## src/rtl/game_pkg.sv

```systemverilog
// game_pkg: shared state encoding and default sizes for the game round controller.
package game_pkg;
    typedef enum logic [1:0] {IDLE = 2'd0, ARM = 2'd1, PLAY = 2'd2, DONE = 2'd3} state_e;
    localparam int SCORE_W_DEF   = 8;
    localparam int ROUND_SECONDS = 30;
endpackage

```

## src/rtl/game_round_controller_sync_2ff.sv

```systemverilog
// sync_2ff: generic two-flop synchroniser, async active-low reset to 0.
module sync_2ff #(
    parameter int W = 1
) (
    input  logic         clock,
    input  logic         reset,
    input  logic [W-1:0] d_i,
    output logic [W-1:0] q_o
);
    logic [W-1:0] meta_q;
    always_ff @(posedge clock or negedge reset)
        if (!reset) begin
            meta_q <= '0;
            q_o    <= '0;
        end else begin
            meta_q <= d_i;
            q_o    <= meta_q;
        end
endmodule

```

## src/rtl/game_round_controller.sv

```systemverilog
// game_round_controller: arms the countdown timer, counts hits during the round, freezes score on finish.
// Optional best-score tracking is built when GAME_ROUND_HIGH_SCORE_EN is defined.
module game_round_controller
    import game_pkg::*;
#(
    parameter int SCORE_W    = SCORE_W_DEF,
    parameter int ARM_CYCLES = 4
) (
    input  logic               clock,
    input  logic               reset,
    input  logic               start_i,
    input  logic               hit_i,
    input  logic               timer_finish_i,
    output logic               timer_rst_n_o,
    output logic               playing_o,
    output logic               game_over_o,
    output logic [SCORE_W-1:0] score_o,
    output logic [SCORE_W-1:0] high_score_o,
    output logic               new_record_o
);
    localparam int AW = $clog2(ARM_CYCLES);
    localparam logic [AW-1:0] ARM_LAST = AW'(ARM_CYCLES - 1);

    state_e             state_q;
    logic [AW-1:0]      arm_cnt_q;
    logic [SCORE_W-1:0] score_q, score_d;
    logic               start_q, start_rise, fin_s;
    logic               timer_rst_n_q, playing_q, game_over_q;

    sync_2ff #(.W(1)) u_fin_sync (
        .clock (clock),
        .reset (reset),
        .d_i   (timer_finish_i),
        .q_o   (fin_s)
    );

    assign start_rise = start_i & ~start_q;
    assign score_d    = (score_q == '1) ? score_q : score_q + 1'b1;

    // start_q resets high so a button held through reset is not taken as a press
    always_ff @(posedge clock or negedge reset)
        if (!reset) begin
            state_q       <= IDLE;
            arm_cnt_q     <= '0;
            score_q       <= '0;
            start_q       <= 1'b1;
            timer_rst_n_q <= 1'b0;
            playing_q     <= 1'b0;
            game_over_q   <= 1'b0;
        end else begin
            start_q <= start_i;
            case (state_q)
                IDLE:
                    if (start_rise) begin
                        state_q   <= ARM;
                        arm_cnt_q <= '0;
                        score_q   <= '0;
                    end
                ARM:
                    if (arm_cnt_q != ARM_LAST) arm_cnt_q <= arm_cnt_q + 1'b1;
                    else if (!fin_s) begin
                        state_q       <= PLAY;
                        timer_rst_n_q <= 1'b1;
                        playing_q     <= 1'b1;
                    end
                PLAY:
                    if (fin_s) begin
                        state_q     <= DONE;
                        playing_q   <= 1'b0;
                        game_over_q <= 1'b1;
                    end else if (hit_i) score_q <= score_d;
                DONE:
                    if (start_rise) begin
                        state_q       <= ARM;
                        arm_cnt_q     <= '0;
                        score_q       <= '0;
                        timer_rst_n_q <= 1'b0;
                        game_over_q   <= 1'b0;
                    end
            endcase
        end

    assign timer_rst_n_o = timer_rst_n_q;
    assign playing_o     = playing_q;
    assign game_over_o   = game_over_q;
    assign score_o       = score_q;

`ifdef GAME_ROUND_HIGH_SCORE_EN
    logic [SCORE_W-1:0] high_q;
    logic               rec_q;
    always_ff @(posedge clock or negedge reset)
        if (!reset) begin
            high_q <= '0;
            rec_q  <= 1'b0;
        end else if (state_q == PLAY && fin_s && score_q > high_q) begin
            high_q <= score_q;
            rec_q  <= 1'b1;
        end else if (state_q == DONE && start_rise) rec_q <= 1'b0;
    assign high_score_o = high_q;
    assign new_record_o = rec_q;
`else
    assign high_score_o = '0;
    assign new_record_o = 1'b0;
`endif
endmodule
```

## config.mk

```make
export PLATFORM = sky130hd
export DESIGN_NAME = game_round_controller
export DESIGN_NICKNAME = d
export VERILOG_FILES = /design/src/rtl/game_pkg.sv /design/src/rtl/game_round_controller_sync_2ff.sv /design/src/rtl/game_round_controller.sv
export SDC_FILE = /design/constraint.sdc
export NUM_CORES = 1
export LEC_CHECK = 0
export CAP_MARGIN = 20
export CORE_AREA = 2 2 50 52
export DETAILED_ROUTE_END_ITERATION = 10
export DIE_AREA = 0 0 52 54
export PLACE_DENSITY = 0.74
export SLEW_MARGIN = 5
export SYNTH_ARGS = -nofsm -noshare
export SYNTH_HDL_FRONTEND = slang
export SYNTH_SLANG_ARGS = --single-unit
```

## constraint.sdc

```tcl
create_clock -name clock -period 2.3 [get_ports clock]
set_clock_uncertainty 0.15 [all_clocks]
set_input_delay 0.345 -clock clock [delete_from_list [all_inputs] [get_ports clock]]
set_output_delay 0.345 -clock clock [all_outputs]
set_load 0.02 [all_outputs]
```

==> flow_metrics.py <==
metrics = {
    "outcome": {
        "status": "finished, final reports clean",
    },
    "synthesis": {
        "async_reset_ff_frac": 1.00,
        "yosys.area.top_type": "dfrtp_1",
        "ys_types": 38,
        "synth_seq_area_share": 0.443,
        "synth_top_cell_area_share": 0.418,
        "postSynthCellCount": 97,
        "synth_commonest_cells": "dfrtp_1, buf_4, a21oi_1, ha_1",
        "synth_ff_type": "dfrtp_1",
        "ys_top_cells_by_area": "dfrtp_1, ha_1, buf_4, a22o_1, a21oi_1",
        "syn_area_um2": 1020,
        "synth_edf_count": 0,
        "yosysMostFrequentCell": "dfrtp_1",
        "yosys_warnings": 0,
        "syn_area_per_cell_um2": 10.5,
        "synth_seq_cells": 18,
    },
    "worst_setup_path": {
        "worstPathCellList": "inv_1, ha_1, nand4bb_2, a21oi_1, a21oi_1, o21ba_1",
        "crit_fanout": 8,
        "required_ns": 2.39,
        "startpoint_type": "flip-flop",
        "setup.worst_path.class": "reg2reg",
        "max_stage_delay_ns": 0.42,
        "cp.arrival_ns": 2.16,
        "cp-end-kind": "flip-flop",
        "crit_family": "compound AO/OA/AOI/OAI gates",
        "crit_top_cell": "a21oi_1",
        "slowest_stage": "dfrtp_1",
        "crit_buf_inv": 1,
    },
    "clock_tree": {
        "ctsRootBufferMaster": "clkbuf_4",
        "cts_buffers": 3,
        "cts_hold_buf": 0,
        "cts_setup_buffers": 0,
        "cts_resized": 0,
        "h-tree-depth": 1,
        "cts_tree": "done",
        "path_clk_slew_ns": 0.10,
        "cts_buffer_depth": 2,
        "clkSinkCount": 18,
        "clk_latency_ns": 0.30,
    },
    "layout": {
        "final_nets": 128,
        "antenna_cells": 0,
        "regArea_um2": 452,
        "areaGrowthSynthToFinish_pct": 18.1,
        "n_fill_cell": 213,
        "multi_input_area_um2": 510,
        "drive_gt1_frac": 0.0948,
    },
    "sta": {
        "setup_violations": 0,
        "rsz0062_at_grt": "false",
        "setup_tns_ns": 0,
        "hold_violations": 0,
        "fmax_mhz": 484,
        "drv_slew": 0,
        "layout_min_cycle_time_ns": 2.07,
        "finalCritPeriodShare": 0.898,
    },
    "min_path": {
        "hold_path.class": "in2async",
    },
    "route": {
        "routed_via_density": 5.35,
        "first_pass_iters": 4,
        "drc": 0,
        "routed_wl_um": 2000,
        "postRouteAntennaNets": 0,
        "vias": 781,
        "routedWlPerCell_um": 13.7,
        "drt_iter0_drc": 3,
    },
    "global_routing": {
        "grt_util_all_layers": 0.173,
        "antenna_found_initial": 0,
        "grt_max_degree": 19,
        "globalRouteOverflowTotal": 0,
        "grt_pass1_vias": 765,
        "grt_pass1_wl_um": 3500,
    },
    "die": {
        "coreArea_um2": 2320,
        "dieArea_um2": 2810,
        "initial_core_util": 0.439,
        "io_pins": 25,
        "die_h_um": 54,
        "die_w_um": 52,
        "fp-row-count": 18,
    },
    "power": {
        "p_per_area_nw_per_um2": 955,
        "power.leakage_nw": 0.591,
        "fin_total_pwr_w": 0.00115,
        "vdd_drop_max_mv": 0.608,
    },
    "run": {
        "drv_cap": 0,
    },
    "placement": {
        "io_buffers": 15,
        "finalWeightedCongestion": 0.803,
        "hpwl_um": 1510,
    },
}
-- through the flow --
stage	cells	utilization	setup WS [ns]	area, µm²	hold WS (ns)
after global placement	142	0.507	0.389	1180	0.184
final	146	0.518	0.235	1200	0.207
after floorplan	105	-	0.498	1050	-0.101
after global routing	146	0.518	0.0900	1200	0.219
after CTS	146	0.518	0.244	1200	0.213
after detailed placement	142	0.507	0.273	1180	0.189
-- registers in the layout, summed over array words and instances, names as in the netlist --
register and count:
arm_cnt_q 2, timer_rst_n_o 1, start_q 1, state_q 2, u_fin_sync.q_o 1, u_fin_sync.meta_q 1, score_o 8, game_over_o 1
playing_o 1
-- cell families after synthesis --
logic type / share of synthesized area
AND/OR/NAND/NOR: 0.150
adder cells (fa/ha/maj): 0.0737
other: 0.00368
AO/OA/AOI/OAI: 0.213
buffers and inverters: 0.0848
flip-flops: 0.443
multiplexers: 0.0319
-- worst paths after layout --
path                                   start             end  slack, ns  cells past startpoint
max in group asynchronous              reset         start_q       1.53                      2
max                               state_q[0]      score_o[3]       0.23                      6
min reg2reg                u_fin_sync.meta_q  u_fin_sync.q_o       0.21                      0
max reg2reg                       state_q[0]      score_o[3]       0.23                      6
min                                    reset       playing_o       0.21                      2
min in group clock         u_fin_sync.meta_q  u_fin_sync.q_o       0.21                      0
-- cell usage in the layout, fill, tap and decap left out, types with 3 or more instances in the layout --
cell type / netlist / final
o21ai_0: 3 / 3
dfrtp_1: 17 / 17
a21oi_1: 6 / 6
clkdlybuf4s50_1: 0 / 15
nand2_1: 5 / 5
conb_1: 1 / 9
a22o_1: 5 / 5
and3_1: 3 / 3
clkbuf_4: 0 / 3
ha_1: 6 / 6
nor2_1: 3 / 3
inv_1: 5 / 5
-- metal layers --
metal  wire [µm]  vias to the layer above  part of all wire  track usage
met5           0                        -                 0            0
met4          40                        0             0.020       0.0921
met3          66                        5             0.033       0.0333
met2        1010                       20              0.51        0.270
met1         883                      378              0.44        0.227
li1            -                      378                 -            -
-- cell type report --
| type | instances | area share |
|---|---|---|
| clock buffers | 4 | 0.0219 |
| inverters | 5 | 0.0156 |
| multi-input cells | 73 | 0.425 |
| flip-flops and latches | 18 | 0.376 |
| well taps | 30 | 0.0312 |
| repair buffers | 16 | 0.131 |
-- power by group --
group	switching (W)	internal, W
Sequential	0.0000522	0.000382
Combinational	0.000320	0.000227
Clock	0.0000993	0.0000676
Total	0.000472	0.000676
Note: power is estimated with default switching activity, not from simulation.
